--- src/rtl/id_ex_stage_reg_if.sv ---
// ID/EX pipeline bundle: decoded ID-stage fields in, registered EX-stage copies out.
interface id_ex_stage_reg_if #(
    parameter int XLEN    = 32,
    parameter int ALUOP_W = 4
);
    logic               ID_valid;
    logic [XLEN-1:0]    ID_pc;
    logic [4:0]         ID_Rs1;
    logic [4:0]         ID_Rs2;
    logic [4:0]         ID_rd;
    logic               ID_rs1_used;
    logic               ID_rs2_used;
    logic               ID_RegWrite;
    logic               ID_MemRead;
    logic               ID_MemWrite;
    logic               ID_MemtoReg;
    logic               ID_ALUSrc;
    logic [ALUOP_W-1:0] ID_ALUop;
    logic [XLEN-1:0]    ID_imm;
    logic [XLEN-1:0]    ID_rdata1;
    logic [XLEN-1:0]    ID_rdata2;

    logic               EX_valid;
    logic [XLEN-1:0]    EX_pc;
    logic [4:0]         EX_Rs1;
    logic [4:0]         EX_Rs2;
    logic [4:0]         EX_rd;
    logic               EX_rs1_used;
    logic               EX_rs2_used;
    logic               EX_RegWrite;
    logic               EX_MemRead;
    logic               EX_MemWrite;
    logic               EX_MemtoReg;
    logic               EX_ALUSrc;
    logic [ALUOP_W-1:0] EX_ALUop;
    logic [XLEN-1:0]    EX_imm;
    logic [XLEN-1:0]    EX_rdata1;
    logic [XLEN-1:0]    EX_rdata2;

    // Upstream decode side: drives ID fields, observes EX copies.
    modport master (
        output ID_valid, ID_pc, ID_Rs1, ID_Rs2, ID_rd, ID_rs1_used, ID_rs2_used,
               ID_RegWrite, ID_MemRead, ID_MemWrite, ID_MemtoReg, ID_ALUSrc,
               ID_ALUop, ID_imm, ID_rdata1, ID_rdata2,
        input  EX_valid, EX_pc, EX_Rs1, EX_Rs2, EX_rd, EX_rs1_used, EX_rs2_used,
               EX_RegWrite, EX_MemRead, EX_MemWrite, EX_MemtoReg, EX_ALUSrc,
               EX_ALUop, EX_imm, EX_rdata1, EX_rdata2
    );

    // Pipeline register side: consumes ID fields, produces EX copies.
    modport slave (
        input  ID_valid, ID_pc, ID_Rs1, ID_Rs2, ID_rd, ID_rs1_used, ID_rs2_used,
               ID_RegWrite, ID_MemRead, ID_MemWrite, ID_MemtoReg, ID_ALUSrc,
               ID_ALUop, ID_imm, ID_rdata1, ID_rdata2,
        output EX_valid, EX_pc, EX_Rs1, EX_Rs2, EX_rd, EX_rs1_used, EX_rs2_used,
               EX_RegWrite, EX_MemRead, EX_MemWrite, EX_MemtoReg, EX_ALUSrc,
               EX_ALUop, EX_imm, EX_rdata1, EX_rdata2
    );
endinterface

--- src/rtl/id_ex_stage_reg.sv ---
// ID/EX pipeline register with load-use hazard detection, flush bubbles,
// external-stall freeze and a saturating count of load-use bubbles.
module id_ex_stage_reg #(
    parameter int XLEN    = 32,
    parameter int ALUOP_W = 4,
    parameter int CNT_W   = 16
) (
    input  logic             clk,
    input  logic             rst_n,
    id_ex_stage_reg_if.slave bus,
    input  logic             flush,
    input  logic             stall_ext,
    output logic             PC_write,
    output logic             IF_ID_write,
    output logic             load_use_stall,
    output logic [CNT_W-1:0] bubble_cnt
);

    typedef struct packed {
        logic               valid;
        logic [XLEN-1:0]    pc;
        logic [4:0]         rs1;
        logic [4:0]         rs2;
        logic [4:0]         rd;
        logic               rs1_used;
        logic               rs2_used;
        logic               regwrite;
        logic               memread;
        logic               memwrite;
        logic               memtoreg;
        logic               alusrc;
        logic [ALUOP_W-1:0] aluop;
        logic [XLEN-1:0]    imm;
        logic [XLEN-1:0]    rdata1;
        logic [XLEN-1:0]    rdata2;
    } stage_t;

    // An all-zero stage is a bubble: zero Rs/rd keeps forwarding from matching it.
    stage_t           id_s;
    stage_t           ex_q;
    stage_t           ex_d;
    logic [CNT_W-1:0] cnt_d;
    logic             hz;

    // Gather ID inputs and detect a load in EX feeding an operand used in ID.
    always_comb begin
        id_s.valid    = bus.ID_valid;
        id_s.pc       = bus.ID_pc;
        id_s.rs1      = bus.ID_Rs1;
        id_s.rs2      = bus.ID_Rs2;
        id_s.rd       = bus.ID_rd;
        id_s.rs1_used = bus.ID_rs1_used;
        id_s.rs2_used = bus.ID_rs2_used;
        id_s.regwrite = bus.ID_RegWrite;
        id_s.memread  = bus.ID_MemRead;
        id_s.memwrite = bus.ID_MemWrite;
        id_s.memtoreg = bus.ID_MemtoReg;
        id_s.alusrc   = bus.ID_ALUSrc;
        id_s.aluop    = bus.ID_ALUop;
        id_s.imm      = bus.ID_imm;
        id_s.rdata1   = bus.ID_rdata1;
        id_s.rdata2   = bus.ID_rdata2;

        hz = ex_q.valid && ex_q.memread && (ex_q.rd != 5'd0) && bus.ID_valid &&
             ((bus.ID_rs1_used && (bus.ID_Rs1 == ex_q.rd)) ||
              (bus.ID_rs2_used && (bus.ID_Rs2 == ex_q.rd)));
    end

    assign load_use_stall = hz & ~flush & ~stall_ext;
    // Front end always runs while reset is held, regardless of stall_ext.
    assign PC_write       = ~rst_n | ~(load_use_stall | stall_ext);
    assign IF_ID_write    = PC_write;

    // Next EX contents and bubble count: freeze > flush > load-use bubble > capture.
    always_comb begin
        ex_d  = ex_q;
        cnt_d = bubble_cnt;
        if (stall_ext) begin
            ex_d = ex_q;
        end else if (flush) begin
            ex_d = '0;
        end else if (load_use_stall) begin
            ex_d = '0;
            if (bubble_cnt != '1) begin
                cnt_d = bubble_cnt + 1'b1;
            end
        end else if (bus.ID_valid) begin
            ex_d = id_s;
        end else begin
            ex_d = '0;
        end
    end

    // EX stage register and bubble counter, asynchronously cleared.
    always_ff @(posedge clk or negedge rst_n) begin
        if (!rst_n) begin
            ex_q       <= '0;
            bubble_cnt <= '0;
        end else begin
            ex_q       <= ex_d;
            bubble_cnt <= cnt_d;
        end
    end

    assign bus.EX_valid    = ex_q.valid;
    assign bus.EX_pc       = ex_q.pc;
    assign bus.EX_Rs1      = ex_q.rs1;
    assign bus.EX_Rs2      = ex_q.rs2;
    assign bus.EX_rd       = ex_q.rd;
    assign bus.EX_rs1_used = ex_q.rs1_used;
    assign bus.EX_rs2_used = ex_q.rs2_used;
    assign bus.EX_RegWrite = ex_q.regwrite;
    assign bus.EX_MemRead  = ex_q.memread;
    assign bus.EX_MemWrite = ex_q.memwrite;
    assign bus.EX_MemtoReg = ex_q.memtoreg;
    assign bus.EX_ALUSrc   = ex_q.alusrc;
    assign bus.EX_ALUop    = ex_q.aluop;
    assign bus.EX_imm      = ex_q.imm;
    assign bus.EX_rdata1   = ex_q.rdata1;
    assign bus.EX_rdata2   = ex_q.rdata2;

endmodule

--- src/flat_wrapper.sv ---
// flat-port wrapper written by rule: the top's interface ports become plain ports
module id_ex_stage_reg_flat 
#(
    parameter int XLEN    = 32,
    parameter int ALUOP_W = 4,
    parameter int CNT_W   = 16
)
  (clk, rst_n, flush, stall_ext, PC_write, IF_ID_write, load_use_stall, bubble_cnt, bus_ID_valid, bus_ID_pc, bus_ID_Rs1, bus_ID_Rs2, bus_ID_rd, bus_ID_rs1_used, bus_ID_rs2_used, bus_ID_RegWrite, bus_ID_MemRead, bus_ID_MemWrite, bus_ID_MemtoReg, bus_ID_ALUSrc, bus_ID_ALUop, bus_ID_imm, bus_ID_rdata1, bus_ID_rdata2, bus_EX_valid, bus_EX_pc, bus_EX_Rs1, bus_EX_Rs2, bus_EX_rd, bus_EX_rs1_used, bus_EX_rs2_used, bus_EX_RegWrite, bus_EX_MemRead, bus_EX_MemWrite, bus_EX_MemtoReg, bus_EX_ALUSrc, bus_EX_ALUop, bus_EX_imm, bus_EX_rdata1, bus_EX_rdata2);
  id_ex_stage_reg_if #(.XLEN(XLEN), .ALUOP_W(ALUOP_W)) bus_i ();
  input  logic clk;
  input  logic rst_n;
  input  logic flush;
  input  logic stall_ext;
  output logic PC_write;
  output logic IF_ID_write;
  output logic load_use_stall;
  output logic [CNT_W-1:0] bubble_cnt;
  input wire logic [$bits(bus_i.ID_valid)-1:0] bus_ID_valid;
  input wire logic [$bits(bus_i.ID_pc)-1:0] bus_ID_pc;
  input wire logic [$bits(bus_i.ID_Rs1)-1:0] bus_ID_Rs1;
  input wire logic [$bits(bus_i.ID_Rs2)-1:0] bus_ID_Rs2;
  input wire logic [$bits(bus_i.ID_rd)-1:0] bus_ID_rd;
  input wire logic [$bits(bus_i.ID_rs1_used)-1:0] bus_ID_rs1_used;
  input wire logic [$bits(bus_i.ID_rs2_used)-1:0] bus_ID_rs2_used;
  input wire logic [$bits(bus_i.ID_RegWrite)-1:0] bus_ID_RegWrite;
  input wire logic [$bits(bus_i.ID_MemRead)-1:0] bus_ID_MemRead;
  input wire logic [$bits(bus_i.ID_MemWrite)-1:0] bus_ID_MemWrite;
  input wire logic [$bits(bus_i.ID_MemtoReg)-1:0] bus_ID_MemtoReg;
  input wire logic [$bits(bus_i.ID_ALUSrc)-1:0] bus_ID_ALUSrc;
  input wire logic [$bits(bus_i.ID_ALUop)-1:0] bus_ID_ALUop;
  input wire logic [$bits(bus_i.ID_imm)-1:0] bus_ID_imm;
  input wire logic [$bits(bus_i.ID_rdata1)-1:0] bus_ID_rdata1;
  input wire logic [$bits(bus_i.ID_rdata2)-1:0] bus_ID_rdata2;
  output wire logic [$bits(bus_i.EX_valid)-1:0] bus_EX_valid;
  output wire logic [$bits(bus_i.EX_pc)-1:0] bus_EX_pc;
  output wire logic [$bits(bus_i.EX_Rs1)-1:0] bus_EX_Rs1;
  output wire logic [$bits(bus_i.EX_Rs2)-1:0] bus_EX_Rs2;
  output wire logic [$bits(bus_i.EX_rd)-1:0] bus_EX_rd;
  output wire logic [$bits(bus_i.EX_rs1_used)-1:0] bus_EX_rs1_used;
  output wire logic [$bits(bus_i.EX_rs2_used)-1:0] bus_EX_rs2_used;
  output wire logic [$bits(bus_i.EX_RegWrite)-1:0] bus_EX_RegWrite;
  output wire logic [$bits(bus_i.EX_MemRead)-1:0] bus_EX_MemRead;
  output wire logic [$bits(bus_i.EX_MemWrite)-1:0] bus_EX_MemWrite;
  output wire logic [$bits(bus_i.EX_MemtoReg)-1:0] bus_EX_MemtoReg;
  output wire logic [$bits(bus_i.EX_ALUSrc)-1:0] bus_EX_ALUSrc;
  output wire logic [$bits(bus_i.EX_ALUop)-1:0] bus_EX_ALUop;
  output wire logic [$bits(bus_i.EX_imm)-1:0] bus_EX_imm;
  output wire logic [$bits(bus_i.EX_rdata1)-1:0] bus_EX_rdata1;
  output wire logic [$bits(bus_i.EX_rdata2)-1:0] bus_EX_rdata2;
  assign bus_i.ID_valid = bus_ID_valid;
  assign bus_i.ID_pc = bus_ID_pc;
  assign bus_i.ID_Rs1 = bus_ID_Rs1;
  assign bus_i.ID_Rs2 = bus_ID_Rs2;
  assign bus_i.ID_rd = bus_ID_rd;
  assign bus_i.ID_rs1_used = bus_ID_rs1_used;
  assign bus_i.ID_rs2_used = bus_ID_rs2_used;
  assign bus_i.ID_RegWrite = bus_ID_RegWrite;
  assign bus_i.ID_MemRead = bus_ID_MemRead;
  assign bus_i.ID_MemWrite = bus_ID_MemWrite;
  assign bus_i.ID_MemtoReg = bus_ID_MemtoReg;
  assign bus_i.ID_ALUSrc = bus_ID_ALUSrc;
  assign bus_i.ID_ALUop = bus_ID_ALUop;
  assign bus_i.ID_imm = bus_ID_imm;
  assign bus_i.ID_rdata1 = bus_ID_rdata1;
  assign bus_i.ID_rdata2 = bus_ID_rdata2;
  assign bus_EX_valid = bus_i.EX_valid;
  assign bus_EX_pc = bus_i.EX_pc;
  assign bus_EX_Rs1 = bus_i.EX_Rs1;
  assign bus_EX_Rs2 = bus_i.EX_Rs2;
  assign bus_EX_rd = bus_i.EX_rd;
  assign bus_EX_rs1_used = bus_i.EX_rs1_used;
  assign bus_EX_rs2_used = bus_i.EX_rs2_used;
  assign bus_EX_RegWrite = bus_i.EX_RegWrite;
  assign bus_EX_MemRead = bus_i.EX_MemRead;
  assign bus_EX_MemWrite = bus_i.EX_MemWrite;
  assign bus_EX_MemtoReg = bus_i.EX_MemtoReg;
  assign bus_EX_ALUSrc = bus_i.EX_ALUSrc;
  assign bus_EX_ALUop = bus_i.EX_ALUop;
  assign bus_EX_imm = bus_i.EX_imm;
  assign bus_EX_rdata1 = bus_i.EX_rdata1;
  assign bus_EX_rdata2 = bus_i.EX_rdata2;
  id_ex_stage_reg #(.XLEN(XLEN), .ALUOP_W(ALUOP_W), .CNT_W(CNT_W)) u_core (.clk(clk), .rst_n(rst_n), .bus(bus_i), .flush(flush), .stall_ext(stall_ext), .PC_write(PC_write), .IF_ID_write(IF_ID_write), .load_use_stall(load_use_stall), .bubble_cnt(bubble_cnt));
endmodule
--- config.mk ---
export PLATFORM = sky130hd
export DESIGN_NAME = id_ex_stage_reg_flat
export DESIGN_NICKNAME = d
export VERILOG_FILES = /design/src/rtl/id_ex_stage_reg_if.sv /design/src/rtl/id_ex_stage_reg.sv /design/src/flat_wrapper.sv
export SDC_FILE = /design/constraint.sdc
export NUM_CORES = 1
export LEC_CHECK = 0
export CELL_PAD_IN_SITES_DETAIL_PLACEMENT = 0
export CELL_PAD_IN_SITES_GLOBAL_PLACEMENT = 1
export CORE_ASPECT_RATIO = 0.6
export CORE_UTILIZATION = 33
export CTS_CLUSTER_DIAMETER = 40
export DETAILED_ROUTE_END_ITERATION = 7
export PLACE_DENSITY = 0.95
export REMOVE_ABC_BUFFERS = 1
export SLEW_MARGIN = 20
export SYNTH_ARGS = -nofsm -noshare
export SYNTH_HDL_FRONTEND = slang
export SYNTH_SLANG_ARGS = --single-unit
--- constraint.sdc ---
create_clock -name clk -period 5.7 [get_ports clk]
set_input_delay 0.855 -clock clk [delete_from_list [all_inputs] [get_ports clk]]
set_output_delay 0.855 -clock clk [all_outputs]
set_load 0.01 [all_outputs]
# After elaboration in Yosys (flattened, before gate mapping)
# Cells that the tools add are included.
# totals
ff_bits,171
latch_bits,0
ram_bits,0
romBits,0
out_inout_bits,174
elab_cells,41
n_memories,0
# classes
add_sub_neg,1
mul,0
div,0
n_lt_le_gt_ge,0
n_eq_ne,3
n_shift,0
muxes,3
bitwise,8
reduce_logical,9
# ops
operator,count
two-way mux 155 bit,3
"adder 16 x 1 -> 16 bit, second input constant",1
"!= test 16 bit, second input constant",1
equality test 5 bit,2
logical AND 1 bit,6
nonzero test 5 bit,1
NOT 1 bit,4
AND reduction 4 bit,1
bitwise AND 1 bit,2
bitwise OR 1 bit,2
logical OR 1 bit,1

# Longest topological paths before layout
# Gate-level depths: netlist of the first run.
# logic_depth
word_depth,9
mapped_depth,7
depth_no_buf,6

# Least setup slack after synthesis of the first run
# Ideal clock, no wire load.
# synth_timing
kind,input to output
from,input bus_ID_Rs2[0]
to,output PC_write
t_arrival_ns,2.117
required_ns,4.845
slack_ns,2.728
cell_stages,7
path_cell_list,xnor2_1 > nand4_1 > o22ai_2 > clkbuf_1 > a31o_2 > nand2_1 > buf_4
# synth_between
elab_chain_len,9
# synth_rtl
element,line,text
start: declaration,flat_wrapper.sv:21,input wire logic [$bits(bus_i.ID_Rs2)-1:0] bus_ID_Rs2;
equality test 5 bit,id_ex_stage_reg.sv:66,(bus.ID_rs2_used && (bus.ID_Rs2 == ex_q.rd)));
logical AND 1 bit,id_ex_stage_reg.sv:66,
logical OR 1 bit,id_ex_stage_reg.sv:65,((bus.ID_rs1_used && (bus.ID_Rs1 == ex_q.rd)) ||
logical AND 1 bit,id_ex_stage_reg.sv:64,hz = ex_q.valid && ex_q.memread && (ex_q.rd != 5'd0) && bus.ID_valid &&
bitwise AND 1 bit (2 in series),id_ex_stage_reg.sv:69,assign load_use_stall = hz & ~flush & ~stall_ext;
bitwise OR 1 bit,id_ex_stage_reg.sv:71,assign PC_write = ~rst_n | ~(load_use_stall | stall_ext);
NOT 1 bit,id_ex_stage_reg.sv:71,
bitwise OR 1 bit,id_ex_stage_reg.sv:71,
end: declaration,flat_wrapper.sv:14,output logic PC_write;
# No other way between the ends.

# Worst setup path after layout of the first run
# layout_timing
from,"register u_core.ex_q, in the netlist u_core.bus.EX_rd[0]"
to,output PC_write
# layout_between
elab_chain_len,9
# layout_rtl
element,line,text
start: declaration,id_ex_stage_reg.sv:40,stage_t ex_q;
start signal: assignment,id_ex_stage_reg.sv:97,ex_q <= '0;
start signal: assignment,id_ex_stage_reg.sv:100,ex_q <= ex_d;
equality test 5 bit (tied with other cells),id_ex_stage_reg.sv:65,
logical AND 1 bit (on tied branches),"id_ex_stage_reg.sv:65, id_ex_stage_reg.sv:64, id_ex_stage_reg.sv:66",
logical OR 1 bit or logical AND 1 bit (tied branches),"id_ex_stage_reg.sv:65, id_ex_stage_reg.sv:64",
logical AND 1 bit (*),id_ex_stage_reg.sv:64,
bitwise AND 1 bit (*) (2 in series),id_ex_stage_reg.sv:69,
bitwise OR 1 bit (*),id_ex_stage_reg.sv:71,
NOT 1 bit (*),id_ex_stage_reg.sv:71,
bitwise OR 1 bit (*),id_ex_stage_reg.sv:71,
# Every way passes the cells marked *; elsewhere a longest branch is shown, timed or not.

==> results of run 1 <==
-- synthesized netlist by cell type --
cell and number:
dfrtp_1 171, a22o_1 154, xnor2_1 23, buf_2 19, clkbuf_1 18, nand2_1 12, nand3_1 11, nand4_1 11
nor2_1 6, nor3_1 4, nor4_1 4, mux2_2 3, and3_1 2, nand2b_1 2, nand3b_1 2, a21o_1 1
a21oi_1 1, a31o_2 1, and4_1 1, buf_4 1, ha_1 1, inv_1 1, nor2b_1 1, nor3_4 1
o211ai_2 1, o22ai_2 1, or2_2 1, or3b_4 1, or4_1 1, or4_4 1
-- cell families after synthesis --
kind of cell | synth area share, %
XOR/XNOR | 3.13
adder cells (fa/ha/maj) | 0.194
buffers and inverters | 2.70
AO/OA/AOI/OAI | 21.7
multiplexers | 0.525
AND/OR/NAND/NOR | 5.34
flip-flops | 66.4
-- metal layers --
| metal | up-vias | GRT usage (%) | part of all wire, % | wire length, µm |
|---|---|---|---|---|
| met5 | - | 0 | 0 | 0 |
| met4 | 0 | 6.96 | 1.2 | 244 |
| met3 | 19 | 8.48 | 9.5 | 1850 |
| met2 | 207 | 28.8 | 45 | 8850 |
| met1 | 2628 | 23.6 | 44 | 8590 |
| li1 | 2378 | - | - | - |
-- sequential cells by signal, summed over array words and instances (netlist names) --
register / flops
u_core.bus.EX_Rs2: 5
u_core.bus.EX_imm: 32
u_core.bus.EX_rs2_used: 1
u_core.bus.EX_ALUSrc: 1
u_core.bus.EX_ALUop: 4
u_core.bus.EX_MemWrite: 1
u_core.bus.EX_rdata2: 32
u_core.bus.EX_rdata1: 32
u_core.bus.EX_MemtoReg: 1
u_core.bus.EX_pc: 32
u_core.bus.EX_MemRead: 1
u_core.bus.EX_Rs1: 5
u_core.bus.EX_rd: 5
u_core.bus.EX_rs1_used: 1
u_core.bus.EX_valid: 1
u_core.bus.EX_RegWrite: 1
u_core.bubble_cnt: 16
-- power by group through the flow --
stage	Clock, W	Combinational, W	Sequential, W
2_1_floorplan	0	0.0000876	0.00136
3_3_place_gp	0	0.000412	0.00133
3_5_place_dp	0	0.000415	0.00133
4_1_cts	0.00124	0.000417	0.00131
5_1_grt	0.00129	0.000441	0.00132
6_report	0.00121	0.000412	0.00131
-- path summary, 6_finish.rpt --
path,start,to,depth (start not counted)
worst max-delay path,u_core.bus.EX_rd[0],PC_write,6
worst min-delay path,rst_n,u_core.bus.EX_Rs2[2],1
worst max register to register,u_core.bus.EX_rd[0],u_core.bus.EX_Rs2[3],6
worst min register to register,u_core.bubble_cnt[10],u_core.bubble_cnt[10],1
max in group asynchronous,rst_n,u_core.bus.EX_valid,2
min in group clk,u_core.bubble_cnt[10],u_core.bubble_cnt[10],1
-- worst register-to-register path, delay by kind of cell, from the launching register on --
family,cells,cell delay [ns]
simple gates,1,0.59
flops,1,0.44
compound gates,3,1.31
buf+inv,2,0.64
-- area by class of cell --
type | count | area (µm²)
Timing Repair Buffer | 336 | 3360
Clock inverter | 13 | 164
Fill cell | 1572 | 8480
Multi-Input combinational cell | 247 | 2000
Sequential cell | 171 | 4280
Clock buffer | 19 | 453
Tap cell | 266 | 333
Inverter | 1 | 3.75
-- placed cells by master (no fill, tap or decap), types with 2 or more instances in the layout --
cell	synthesis	routed
clkdlybuf4s50_1	0	330
dfrtp_1	171	171
a22o_1	154	154
xnor2_1	23	23
clkbuf_16	0	17
nand2_1	12	12
nand4_1	11	11
nand3_1	11	11
nor2_1	6	6
nor3_1	4	4
nor4_1	4	4
buf_4	1	4
mux2_2	3	3
bufinv_16	0	3
clkinv_2	0	3
inv_6	0	3
nand2b_1	2	2
and3_1	2	2
nand3b_1	2	2
clkbuf_8	0	2
clkinv_4	0	2
clkinvlp_4	0	2
-- through the flow --
step	power [W]	cell area, µm²
after floorplan	0.00145	6270
after global routing	0.00305	10600
after CTS	0.00297	10600
after detailed placement	0.00175	9980
final	0.00294	10600
after global placement	0.00174	9980
==> PnR_summary.wiki, run 1 <==
{| class="wikitable"
! Metric !! Value
|-
| CP max stage cell || or4_1
|-
| Max-cap check violation count || 0
|-
| Sum of overflow across all layers after global routing || 0
|-
| Detailed Routing Iterations Pass 1 || 4
|-
| Total of hold buffers inserted after clock tree synthesis || 0
|-
| Worst-path fanout max || 12
|-
| Via density || 4.97
|-
| CP startpoint kind || flop
|-
| Total Negative Setup Slacks || 0 ns
|-
| Share of final-layout standard cells stronger than drive strength 1 || slightly above 6%
|-
| Cell family with the largest share of critical-path delay || compound AO/OA/AOI/OAI gates
|-
| Maximum resistive drop on vdd || between 0.2 and 0.25 mV
|-
| Setup repair after global routing missed its margin || false
|-
| Placed wire-length estimate after detailed placement || about 13000 µm
|-
| Synth-to-layout area growth || 64.5%
|-
| TritonCTS buffer count || 17
|-
| Rows || 39
|-
| Largest net degree at the start of global routing || ~160
|-
| Core area || about 0.019 mm²
|-
| Total inserted antenna cells || 0
|-
| Crit path arrival time || between 3 and 4 ns
|-
| First-iteration detailed-routing DRC count || approximately 240
|-
| Register bit total from synthesis || between 150 and 200
|-
| # placed instances || ~1000
|-
| Non-filler instance count after layout || approximately 1100
|-
| Setup slack, reg-to-reg || approximately 2.7 ns
|-
| Dominant cells by area after synthesis || dfrtp_1, a22o_1, xnor2_1
|-
| Area share of the largest cell type after synthesis || between 60% and 70%
|-
| Crit share post-route || a little over two thirds
|-
| CP Buf/Inv Count || 2
|-
| Total number of H-tree levels || 4
|-
| Switching share of power || roughly a quarter
|-
| Power per cell area || between 200 and 300 mW/mm²
|-
| First-pass GRT wire length || about 29000 µm
|-
| Class of the most critical hold timing path || input pin to asynchronous set/reset pin
|-
| Combinational group share of total power || 14.0%
|-
| Total leakage power || roughly 4.6 nW
|-
| Required arrival time at the worst endpoint || around 4.9 ns
|-
| Cell chain of the critical path || or4_1 -> o211ai_2 -> inv_1 -> a31o_2 -> nand2_1 -> clkdlybuf4s50_1
|-
| Unique masters post-synth || 30
|-
| Height of the die || around 110 µm
|-
| Final core utilization || a little under three fifths
|-
| Transition at the pin with the smallest max-transition slack || about 1.0 ns
|-
| Drc violations || 0
|-
| Outcome || completed
|-
| Placement-stage worst setup slack || ~2 ns
|-
| Net Switching || 0.000693 W
|-
| Seq pwr share || 44.7%
|-
| CP endpoint kind || primary output
|-
| Slew headroom || about 31%
|-
| Vias in the first global route || just over 5000
|-
| Clock skew || approximately 0.0066 ns
|-
| Register clock-pin slew on the reported worst setup and hold paths || about 0.06 ns
|-
| Post-DRT Antenna Nets || 0
|-
| Number of ports placed on the die boundary || between 300 and 400
|-
| Count of instances resized after the clock tree is built || 0
|-
| Synth Instances || about 460
|-
| Clock insertion delay at the later pin of the skew report || about 0.43 ns
|-
| Worst stage delay on the critical path || approximately 0.59 ns
|-
| Global-route usage over all layers || a little under a fifth
|-
| Yosys top cell by area || dfrtp_1
|-
| Die outline area || around 0.020 mm²
|-
| Period minus WS final || between 3 and 4 ns
|-
| Synthesis warning total || 0
|-
| Final setup fails || 0
|-
| Max-slew violations || 0
|-
| Total wirelength of the detailed-routed design || 19500 µm
|-
| Total setup buffers inserted after CTS || 0
|-
| Final setup margin || roughly 1.7 ns
|-
| Max Fclk || about 250 MHz
|-
| Clock tree from TritonCTS || done
|-
| Post-synthesis area per instance || 14.1 µm²
|-
| Final-layout worst hold slack || around 0.47 ns
|-
| Die width || 182 µm
|-
| Share of synthesized area occupied by flip-flops and latches || ~66%
|-
| Avg WL per Cell || between 15 and 20 µm
|-
| # port buffers || around 330
|-
| Category of the most critical setup path || flop to primary output
|-
| Internal power || around 0.0022 W
|-
| Initial antenna violation count || 0
|-
| Final hold violation count || 0
|-
| Starting density of the core || roughly a third
|-
| Max clock buf depth || 2
|-
| Number of sinks handled by clock tree synthesis || roughly 170
|-
| Clock root buffer || clkbuf_16
|-
| Via total after detailed routing || around 5200
|-
| Summed instance area of the synthesized netlist || approximately 0.0064 mm²
|-
| Number of nets in the layout || just over 900
|-
| Final GP Congestion || 0.813
|-
| Fraction of power consumed by the clock network || a little over 40%
|}
Note: power is estimated with default switching activity, not from simulation.
==> inputs of run 2 (changes only) <==
--- a/config.mk
+++ b/config.mk
@@ -8,10 +8,10 @@
 export CELL_PAD_IN_SITES_DETAIL_PLACEMENT = 0
 export CELL_PAD_IN_SITES_GLOBAL_PLACEMENT = 1
 export CORE_ASPECT_RATIO = 0.6
-export CORE_UTILIZATION = 33
+export CORE_UTILIZATION = 27
 export CTS_CLUSTER_DIAMETER = 40
 export DETAILED_ROUTE_END_ITERATION = 7
-export PLACE_DENSITY = 0.95
+export PLACE_DENSITY = 0.86
 export REMOVE_ABC_BUFFERS = 1
 export SLEW_MARGIN = 20
 export SYNTH_ARGS = -nofsm -noshare
==> constraint.sdc (replaced) <==
create_clock -name clk -period 3.52 [get_ports clk]
set_input_delay 0.528 -clock clk [delete_from_list [all_inputs] [get_ports clk]]
set_output_delay 0.528 -clock clk [all_outputs]
set_load 0.01 [all_outputs]
==> run 2 against run 1 <==
Against the previous run: power grew 62%; sequential power grew 63%; combinational power grew 65%; die area grew 22%; utilization shrank 9.4 points; routed wire length grew 8.3%; via count grew 0.96%; critical path depth is the same; cell count grew 5.4%; sequential share of layout area shrank 0.47 points; register-to-register slack lost 1.5 ns.
==> PnR_summary.wiki, run 2 (synthesis gave the netlist of run 1 again) <==
{| class="wikitable"
! Metric !! Value
|-
| Outcome || completed
|-
| Max clock buf depth || 2 (unchanged)
|-
| Die outline area || 0.0245 mm² (+22%)
|-
| Via density || 4.76 (-4.2%)
|-
| Register clock-pin slew on the reported worst setup and hold paths || 0.06 ns (about the same)
|-
| Most frequent cells in the layout || clkdlybuf4s50_1, dfrtp_1, a22o_1
|-
| Placement-stage worst setup slack || 0.482 ns (-1.51 ns)
|-
| Global-route usage over all layers || 17.3% (-1.5 points)
|-
| # placed instances || 1077 (+5.5%)
|-
| First-pass GRT wire length || 32000 µm (+11%)
|-
| Synth-to-layout area growth || 66.4%
|-
| Final hold violation count || 0 (unchanged)
|-
| Crit path arrival time || 2.69 ns (-0.45 ns)
|-
| CP startpoint kind || flop
|-
| Max-cap check violation count || 0 (unchanged)
|-
| Period minus WS final || approximately 3.2 ns
|-
| Initial antenna violation count || 1 (+1)
|-
| Number of ports placed on the die boundary || 333 (unchanged)
|-
| Required arrival time at the worst endpoint || 2.99 ns (-1.86 ns)
|-
| Number of sinks handled by clock tree synthesis || 171 (unchanged)
|-
| Commonest non-fill, non-tap cell in the layout || clkdlybuf4s50_1
|-
| Worst-path fanout max || 5 (-7)
|-
| Post-DRT Antenna Nets || 0 (unchanged)
|-
| CP endpoint kind || primary output
|-
| Number of nets in the layout || 942 (+0.86%)
|-
| Height of the die || 122 µm (+10%)
|-
| Avg WL per Cell || 19.1 µm (+2.7%)
|-
| Max-slew violations || 0 (unchanged)
|-
| Detailed Routing Iterations Pass 1 || 5 (+1)
|-
| # port buffers || 332 (unchanged)
|-
| Sum of overflow across all layers after global routing || 0 (unchanged)
|-
| Core area || 0.0232 mm² (+22%)
|-
| Crit share post-route || about nine tenths
|-
| Final setup margin || 0.305 ns (-1.40 ns)
|-
| Max Fclk || between 300 and 400 MHz
|-
| Vias in the first global route || 5319 (+4.5%)
|-
| TritonCTS buffer count || 17 (unchanged)
|-
| Total number of H-tree levels || 4 (unchanged)
|-
| Category of the most critical setup path || flop to primary output
|-
| Setup repair after global routing missed its margin || false
|-
| Transition at the pin with the smallest max-transition slack || 0.939 ns (-0.103 ns)
|-
| Total Negative Setup Slacks || 0 ns (unchanged)
|-
| Clock insertion delay at the later pin of the skew report || 0.43 ns (about the same)
|-
| Placed wire-length estimate after detailed placement || 15100 µm (+13%)
|-
| Largest net degree at the start of global routing || 74 (-53%)
|-
| Total setup buffers inserted after CTS || 0 (unchanged)
|-
| Clock skew || 0.00790 ns (+0.00127 ns)
|-
| Rows || 43 (+10%)
|-
| Die width || 201 µm (+10%)
|-
| Clock root buffer || clkbuf_16
|-
| Maximum resistive drop on vdd || 0.304 mV (+49%)
|-
| Share of final-layout standard cells stronger than drive strength 1 || 6.55% (+0.32 points)
|-
| Slew headroom || 37.4% (+6.9 points)
|-
| Class of the most critical hold timing path || flop to flop
|-
| Via total after detailed routing || 5282 (+0.96%)
|-
| Final setup fails || 0 (unchanged)
|-
| Non-filler instance count after layout || 1110 (+5.4%)
|-
| Power per cell area || 443 mW/mm² (+60%)
|-
| Final GP Congestion || 0.853 (+4.9%)
|-
| Total leakage power || 4.61 nW (+0.72%)
|-
| Drc violations || 0 (unchanged)
|-
| Starting density of the core || 27.7% (-6.0 points)
|-
| Clock tree from TritonCTS || done
|-
| Total wirelength of the detailed-routed design || 21200 µm (+8.3%)
|-
| First-iteration detailed-routing DRC count || 253 (+5.9%)
|}
## run 2: worst paths after layout
path	startpoint	cells after the start	slack, ns	to
worst max-delay path	u_core.bus.EX_rd[0]	6	0.30	PC_write
min in group asynchronous	rst_n	2	0.56	u_core.bus.EX_pc[24]
worst max register to register	u_core.bus.EX_rd[0]	6	1.12	u_core.bus.EX_MemWrite
worst min-delay path	u_core.bus.EX_imm[11]	1	0.51	u_core.bus.EX_imm[11]
max in group asynchronous	rst_n	3	1.68	u_core.bus.EX_rd[3]
worst min register to register	u_core.bus.EX_imm[11]	1	0.51	u_core.bus.EX_imm[11]
## run 2: per-layer routing
metal	up-vias	share of wire (%)	GRT usage [%]
met5	-	0	0
met4	0	1.1	4.97
met3	17	9.6	8.00
met2	247	45	25.8
met1	2626	45	22.4
li1	2392	-	-
## run 2: report_power, final
part	internal (W)	switching (W)
Clock	0.00116	0.000785
Sequential	0.00206	0.0000645
Combinational	0.000415	0.000266
## run 2: repair_timing
action,4_1_cts,5_1_grt
hold buffers,1,0
setup endpoints to repair,0,0
endpoints found under the hold margin,31,0
gates resized for setup,0,0
## run 2: per-stage QoR
| step | hold slack (ns) | area [µm²] | power (W) | utilization [%] |
|---|---|---|---|---|
| 2_1_floorplan | 0.232 | 6270 | 0.00235 | - |
| 3_5_place_dp | 0.439 | 10100 | 0.00285 | 43.5 |
| 6_report | 0.506 | 10700 | 0.00475 | 46.1 |
| 3_3_place_gp | 0.437 | 10100 | 0.00284 | 43.5 |
| 4_1_cts | 0.508 | 10700 | 0.00482 | 46.1 |
| 5_1_grt | 0.518 | 10700 | 0.00495 | 46.1 |
## run 2: area by class of cell
type | instances | area [µm²]
flip-flops and latches | 171 | 4280
diodes | 1 | 2.50
clock inverters | 9 | 138
clock buffers | 22 | 464
inverters | 1 | 3.75
fillers | 2140 | 12500
repair buffers | 344 | 3440
multi-input cells | 247 | 2000
well taps | 315 | 394
## run 2: worst max-delay path: stages, from the launching register on
cell and delay (ns):
dfrtp_1 0.44, or4_1 0.59, o211ai_2 0.22, inv_1 0.15
a31o_2 0.25, nand2_1 0.08, clkdlybuf4s50_1 0.53
